[src/rtl/sysid_check_master.sv]
// Boot-time Avalon-MM read master: reads the sysid ID and timestamp words,
// compares them with expected constants and reports pass/fail, mismatch and
// timeout flags together with the captured words.
module sysid_check_master #(
    parameter logic [31:0] EXPECTED_ID = 32'd1489966838,
    parameter logic [31:0] EXPECTED_TS = 32'd0,
    parameter bit          CHECK_TS    = 1'b1,
    parameter int unsigned RD_LATENCY  = 0,
    parameter int unsigned TIMEOUT_CYC = 255
) (
    input  logic        clock,
    input  logic        reset,
    input  logic        start,
    output logic        avm_address,
    output logic        avm_read,
    input  logic        avm_waitrequest,
    input  logic [31:0] avm_readdata,
    output logic        busy,
    output logic        done,
    output logic        pass,
    output logic        id_mismatch,
    output logic        ts_mismatch,
    output logic        timeout,
    output logic [31:0] id_value,
    output logic [31:0] ts_value
);

    typedef enum logic [2:0] {StIdle, StRdId, StLatId, StRdTs, StLatTs, StDone} state_e;

    localparam bit          NoLat      = (RD_LATENCY == 0);
    localparam logic [1:0]  LatLast    = 2'(RD_LATENCY - 1);
    localparam logic [15:0] StallLimit = 16'(TIMEOUT_CYC - 1);

    state_e      state_q, state_d;
    logic [15:0] stall_q, stall_d;
    logic [1:0]  lat_q, lat_d;
    logic        pass_q, pass_d;
    logic        id_mis_q, id_mis_d;
    logic        ts_mis_q, ts_mis_d;
    logic        timeout_q, timeout_d;
    logic [31:0] id_val_q, id_val_d;
    logic [31:0] ts_val_q, ts_val_d;
    logic        cap;
    logic        cap_ts;

    // Next-state logic: sequencing, stall/latency counting, capture and result.
    always_comb begin
        state_d   = state_q;
        stall_d   = stall_q;
        lat_d     = lat_q;
        pass_d    = pass_q;
        id_mis_d  = id_mis_q;
        ts_mis_d  = ts_mis_q;
        timeout_d = timeout_q;
        id_val_d  = id_val_q;
        ts_val_d  = ts_val_q;
        cap       = 1'b0;
        cap_ts    = (state_q == StRdTs) || (state_q == StLatTs);

        unique case (state_q)
            StIdle: begin
                if (start) begin
                    state_d   = StRdId;
                    stall_d   = '0;
                    pass_d    = 1'b0;
                    id_mis_d  = 1'b0;
                    ts_mis_d  = 1'b0;
                    timeout_d = 1'b0;
                    id_val_d  = '0;
                    ts_val_d  = '0;
                end
            end
            StRdId, StRdTs: begin
                if (!avm_waitrequest) begin
                    if (NoLat) begin
                        cap = 1'b1;
                    end else begin
                        state_d = cap_ts ? StLatTs : StLatId;
                        lat_d   = '0;
                    end
                end else if (stall_q >= StallLimit) begin
                    // Abort: remaining reads are skipped, their values stay 0.
                    timeout_d = 1'b1;
                    state_d   = StDone;
                end else begin
                    stall_d = stall_q + 16'd1;
                end
            end
            StLatId, StLatTs: begin
                if (lat_q == LatLast) begin
                    cap = 1'b1;
                end else begin
                    lat_d = lat_q + 2'd1;
                end
            end
            StDone: state_d = StIdle;
            default: state_d = StIdle;
        endcase

        if (cap) begin
            stall_d = '0;
            if (cap_ts) begin
                ts_val_d = avm_readdata;
                ts_mis_d = CHECK_TS && (avm_readdata != EXPECTED_TS);
                state_d  = StDone;
            end else begin
                id_val_d = avm_readdata;
                id_mis_d = (avm_readdata != EXPECTED_ID);
                state_d  = StRdTs;
            end
        end

        // Result becomes valid in the same cycle as the done pulse.
        if ((state_d == StDone) && (state_q != StDone)) begin
            pass_d = ~id_mis_d & ~ts_mis_d & ~timeout_d;
        end
    end

    // State and result registers with synchronous reset.
    always_ff @(posedge clock) begin
        if (reset) begin
            state_q   <= StIdle;
            stall_q   <= '0;
            lat_q     <= '0;
            pass_q    <= 1'b0;
            id_mis_q  <= 1'b0;
            ts_mis_q  <= 1'b0;
            timeout_q <= 1'b0;
            id_val_q  <= '0;
            ts_val_q  <= '0;
        end else begin
            state_q   <= state_d;
            stall_q   <= stall_d;
            lat_q     <= lat_d;
            pass_q    <= pass_d;
            id_mis_q  <= id_mis_d;
            ts_mis_q  <= ts_mis_d;
            timeout_q <= timeout_d;
            id_val_q  <= id_val_d;
            ts_val_q  <= ts_val_d;
        end
    end

    // Bus and status outputs decoded from state.
    always_comb begin
        avm_read    = (state_q == StRdId) || (state_q == StRdTs);
        avm_address = (state_q == StRdTs) || (state_q == StLatTs);
        busy        = (state_q != StIdle);
        done        = (state_q == StDone);
    end

    assign pass        = pass_q;
    assign id_mismatch = id_mis_q;
    assign ts_mismatch = ts_mis_q;
    assign timeout     = timeout_q;
    assign id_value    = id_val_q;
    assign ts_value    = ts_val_q;

endmodule
[config.mk]
export PLATFORM = sky130hd
export DESIGN_NAME = sysid_check_master
export DESIGN_NICKNAME = d
export VERILOG_FILES = /design/src/rtl/sysid_check_master.sv
export SDC_FILE = /design/constraint.sdc
export NUM_CORES = 1
export LEC_CHECK = 0
export ABC_AREA = 0
export BUFFER_PORTS_ARGS = -buffer_cell sky130_fd_sc_hd__buf_2
export CORE_MARGIN = 2
export CORE_UTILIZATION = 48
export CTS_BUF_LIST = sky130_fd_sc_hd__clkbuf_4 sky130_fd_sc_hd__clkbuf_8
export CTS_CLUSTER_DIAMETER = 200
export DETAILED_ROUTE_END_ITERATION = 8
export PLACE_DENSITY = 0.75
export SYNTH_ARGS = -nofsm -noshare
export SYNTH_HDL_FRONTEND = slang
export SYNTH_SLANG_ARGS = --single-unit
[constraint.sdc]
create_clock -name clock -period 1.65 [get_ports clock]
set_input_delay 0.0825 -clock clock [delete_from_list [all_inputs] [get_ports clock]]
set_output_delay 0.0825 -clock clock [all_outputs]
set_load 0.02 [all_outputs]
# Word level (Yosys, flattened, before mapping)
# Index checks and enable logic that the tools add are counted.
[classes] add_sub_neg=2 multipliers=0 div_mod_pow=0 n_lt_le_gt_ge=1 eq_ne=12 n_shift=0 n_mux=36 n_bitwise=6 reduce_logical=15
[op_table] op="$mux 32" count=8
[op_table] op="$mux 16" count=3
[op_table] op="$ne 32x31->1 const B" count=1
[op_table] op="$pmux 16 s2" count=1
[op_table] op="$reduce_bool 32->1" count=1
[op_table] op="$add 16x1->16 const B" count=1
[op_table] op="$ge 16x8->1 const B" count=1
[op_table] op="$mux 1" count=16
[op_table] op="$mux 3" count=5
[op_table] op="$eq 3x3->1 const B" count=3
[op_table] op="$pmux 3 s3" count=1
[op_table] op="$eq 3x2->1 const B" count=2
[op_table] op="$ne 2x2->1 const B" count=3
[op_table] op="$reduce_bool 2->1" count=3
[op_table] op="$reduce_or 2->1" count=3
[op_table] op="$not 1->1" count=4
[op_table] op="$pmux 1 s2" count=2
[op_table] op="$reduce_and 2->1" count=2
[op_table] op="$reduce_and 4->1" count=1
[op_table] op="$eq 3x1->1 const B" count=1
[op_table] op="$logic_not 3->1" count=1
[op_table] op="$ne 3x3->1 const B" count=1
[op_table] op="$reduce_bool 3->1" count=1
[op_table] op="$add 2x1->2 const B" count=1
[op_table] op="4 further kinds" count=6
[word_totals] reg_bits=89 latchBits=0 ram_bits=0 mem_bits_ro=0 in_bits=36 output_inout_bits=72 wordCells=81 n_memories=0

# Depth between registers and ports, before layout
[depth] word_depth=9 ltp_mapped=7 depth_no_buf=7

# Worst setup path after synthesis
# Ideal clock, no wire load.
[synth_path] path_type="register to register" start="reg stall_q[0]" end="reg stall_q[10]" setup_time_ns=0.120 arrival_ns=1.700 t_required_ns=1.530 path_slack_ns=-0.170 stages_incl_launch_ff=8 n_path_buf=0 period_less_slack_ns=1.820 path_cell_list="dfxtp_1 > inv_1 > ha_1 > o211ai_1 > o2111ai_4 > a2111oi_4 > xnor2_1 > nor2_2"
[synth_between] elab_chain_cells=4 elab_cells_between_ends=7 classes_between="1 x add/sub; 1 x order compare; 1 x eq/ne; 3 x mux; 1 x reduce/logical"
[synth_rtl] element="start, declared" line="35" text="logic [15:0] stall_q, stall_d;"
[synth_rtl] element="start signal, assigned" line="133" text="stall_q <= stall_d;"
[synth_rtl] element="$add 16x1->16" line="86" text="stall_d = stall_q + 16'd1;"
[synth_rtl] element="$mux 16" line="81" text="end else if (stall_q >= StallLimit) begin"
[synth_rtl] element="$mux 16" line="74" text="if (!avm_waitrequest) begin"
[synth_rtl] element="$pmux 16 s2" line="60" text="unique case (state_q)"
# Parallel ways exist; a longest one is shown, timed or not. The select of a mux whose other input is x is not followed.
# A chain may end at the register's enable or synchronous reset.

# Worst setup path in the final report
# Same ends and word-level chain as after synthesis.

==> results list <==
- The flow ran to the end, but the final reports show violations.
- The final reports fail on negative setup slack.
- DRC Markers: 0
- In this run the static leakage power is 2.20 nW.
* Comb power frac: 0.150
- Tracing the worst setup path back leads to its startpoint at stall_q[0].
- Total global-route track usage: 0.255
* Slowest cell on the critical path: sky130_fd_sc_hd__a2111oi_4
* Capture endpoint of the worst hold path: id_value[28]
* First-pass iteration count of the detailed router: 5
- The routed layout has 3899 vias.
- Compared with the post-synthesis result, the final layout area differs by 44.5%.
- At the worst endpoint, the required time is 1.91 ns.
- Of the total power, the clock network draws 0.329.
* Seq/Total Area, Yosys: 0.485
- In this run the power spent charging and discharging nets is between 1 and 1.5 mW.
- Internal power contribution: around 3.1 mW
- The clock arrives with 0.0143 ns of skew.
* Remaining antenna violation count: 0
- Entering global routing, the biggest net connects 67 pins.
* Number of cell instances on the worst register-to-register path: 8
* Std cell rows: 31
- Counting flops and latches in the post-synthesis netlist gives 89.
* Core Area: 7330 um^2
- Post-Route WL: 11.1 mm
- Cell types with the highest counts after synthesis: sky130_fd_sc_hd__dfxtp_1, sky130_fd_sc_hd__a21oi_1, sky130_fd_sc_hd__nand2_1
- By instance count, the leading cell after synthesis is sky130_fd_sc_hd__dfxtp_1.
- TritonCTS clock tree: yes
- Yosys cell types: between 40 and 50
- Critical-path cell list: inv_2 -> ha_4 -> o211ai_1 -> buf_4 -> o2111ai_4 -> a2111oi_4 -> xnor2_1 -> nor2_2
* Global placement routability congestion: approximately 0.87
- In this run the clock root is driven by a sky130_fd_sc_hd__clkbuf_8.
- Initial Utilization: 0.501
- The worst hold path belongs to the class in -> reg.
* DR WL/cell: ~16 um
- Dominant cells by area after synthesis: sky130_fd_sc_hd__dfxtp_1, sky130_fd_sc_hd__a21oi_1, sky130_fd_sc_hd__nand3_1
- The number of hold violations in the final report is 0.
- The number of antenna violations at the first check in global routing came to 0.
- Inserted Clock Buffers: 9
* Number of nets in the final layout: between 600 and 700
- Die Footprint: approximately 8400 um^2
- CP Class: reg -> reg
- Cell area after technology mapping: 3670 um^2
- In the synthesized netlist the dominant register cell turns out to be sky130_fd_sc_hd__dfxtp_1.
* Final count of pins violating max slew: 0
* Post-route fraction of the period consumed by the critical path: 1.04
- The clock passes through at most 2 buffers.
* Port Buffers: 107
* Filler instances: about 560
- The synthesized design spends more area on one cell type than any other, namely sky130_fd_sc_hd__dfxtp_1.
- The share of synthesized area in the top cell type comes to 0.485.
* Synth warnings: 0
* Via-per-instance ratio: about 5.5
- In this run the mean area of a mapped cell was 8.43 um^2.
* Setup repair after global routing missed its margin: yes
* Clock transition at path regs: 0.09 ns
- Type of element capturing the critical path: flip-flop
* Finished Cell Area: 5310 um^2
* Sequential fraction of design power: 0.521
- Iteration-0 DRC Markers: between 200 and 250
- For the worst setup path, the data arrival time is 1.97 ns.
- H-tree Lvls: 3
* Max-cap check violation count: 0
* Max rail drop VDD: 0.000579 V
* Cell Pwr Density: slightly above 800 nW/um^2
- In the synthesized netlist the async set-or-reset flop fraction comes to 0.
* Placed insts: 652
- STA classifies the critical path startpoint as a flip-flop.
- Die Wd: 91.5 um
- Non-filler instance count after layout: between 700 and 800
* N_diodes: 0
* Net count after synthesis: about 480
- Once detailed placement completed, the half-perimeter wirelength came to between 7 and 8 mm.
- The synthesized design contains 0 enable-type register cells.
- Global routing finished with a remaining overflow of 0.
- Worst slew pin tran: 0.672 ns
* Stage delay of the slowest cell on the critical path: around 0.37 ns
- Num Clock Sinks: 89
- In this run the worst path has a maximum fanout of 5.
- For the worst-skew pair, the clock arrives at the later sink with an insertion delay of 0.37 ns.
- Vias in the first global route: around 3600
* Peak clock frequency supported by timing: 0.585 GHz
* Cell count of the worst hold path: 3
* Net switching share of the total power: 0.287
- Setup violations remaining at the end of the flow were counted as 5.
- Final worst path period need: between 1.5 and 2 ns
- The worst register-to-register path begins at stall_q[0].
- Die Ht: about 91 um
- Global-route wire length before repair: 17.2 mm
- In this run the tightest slew margin relative to its limit is 0.552.
- Reg-to-reg slack, setup: -0.06 ns
- Final critical-path setup slack: -0.0583 ns
* Cell count after synthesis: 436
* Worst hold path startpoint: avm_readdata[28]
* Placed inst area: about 4600 um^2
- The endpoint identified for the worst register-to-register timing path is stall_q[10].
* Number of I/O pins: around 110
- Fraction of layout instances using a drive strength above 1: 0.339
[timing repair]
action	4_1_cts	5_1_grt
setup endpoints to repair	87	73
setup buffers	3	7
pin swaps	8	10
gates resized for setup	13	14
endpoints found under the hold margin	59	0
hold buffers	34	0
gates cloned	1	1
[power by group through the flow]
| stage | Clock, mW | Combinational [mW] | Sequential (mW) |
|---|---|---|---|
| global route | 1.53 | 0.689 | 2.23 |
| CTS | 1.42 | 0.594 | 2.23 |
| finish | 1.41 | 0.644 | 2.23 |
| floorplan | 0 | 0.242 | 2.31 |
| detailed placement | 0 | 0.520 | 2.28 |
| global placement | 0 | 0.514 | 2.28 |
[state kept, by name (all words and copies together), names as in the netlist]
name / cells
id_mismatch: 1
id_value: 32
lat_q: 2
pass: 1
stall_q: 16
state_q: 3
timeout: 1
ts_mismatch: 1
ts_value: 32
[per-stage QoR]
stage               TNS [ns]  setup WS (ns)  hold WS, ns  total power, mW   util
floorplan             -0.172        -0.0891        0.219             2.56      -
global placement       -3.78         -0.153        0.352             2.79  0.626
detailed placement     -6.40         -0.205        0.355             2.80  0.626
CTS                   -0.212        -0.0524      0.00477             4.24  0.707
global route           -2.62         -0.196       0.0143             4.45  0.725
finish                -0.195        -0.0583       0.0124             4.28  0.725
[cells by family after synthesis]
group | after synthesis | share of synthesized area
compound gates | 96 | 0.161
flops | 89 | 0.485
fa+ha+maj | 3 | 0.0102
xor+xnor | 8 | 0.0191
buf+inv | 38 | 0.0439
mux | 3 | 0.00851
simple gates | 199 | 0.272
[per-layer routing]
metal  part of all wire  vias up  global-route usage
met5                  0        -                   0
met4              0.029        0               0.109
met3              0.063       28              0.0498
met2               0.49      148               0.423
met1               0.42     1848               0.321
li1                   -     1875                   -
[final cells by class]
cell class,count,area (um^2),area share
inverters,5,18.8,0.00353
clock inverters,6,51.3,0.00966
well taps,99,124,0.0233
repair buffers,194,1370,0.258
clock buffers,10,131,0.0247
multi-input cells,310,1820,0.343
flip-flops and latches,89,1790,0.337
[cells in the final DEF (no fill, tap or decap), drive strengths merged, types with 8 or more instances in the layout]
cell         count
nand2           72
nor2            17
dfxtp           89
clkbuf          12
nand3           68
buf            158
nor4             9
dlygate4sd3     34
a21oi           74
and2             8
[worst max path at each step]
stage | slack [ns] | to
2_1_floorplan | -0.09 | stall_q[10]
3_3_place_gp | -0.15 | pass
3_5_place_dp | -0.21 | stall_q[1]
4_1_cts | -0.05 | stall_q[5]
5_1_grt | -0.20 | pass
6_report | -0.06 | stall_q[10]
[critical path: cells and delay by family, from the launching register on]
family,cells,cell delay [ns]
AOI/OAI and AO/OA,3,0.70
DFF,1,0.34
buffers and inverters,2,0.20
xor gates and xnor gates,1,0.17
adders and majority gates,1,0.14
and+or+nand+nor,1,0.04
(Power assumes the default switching activity.)
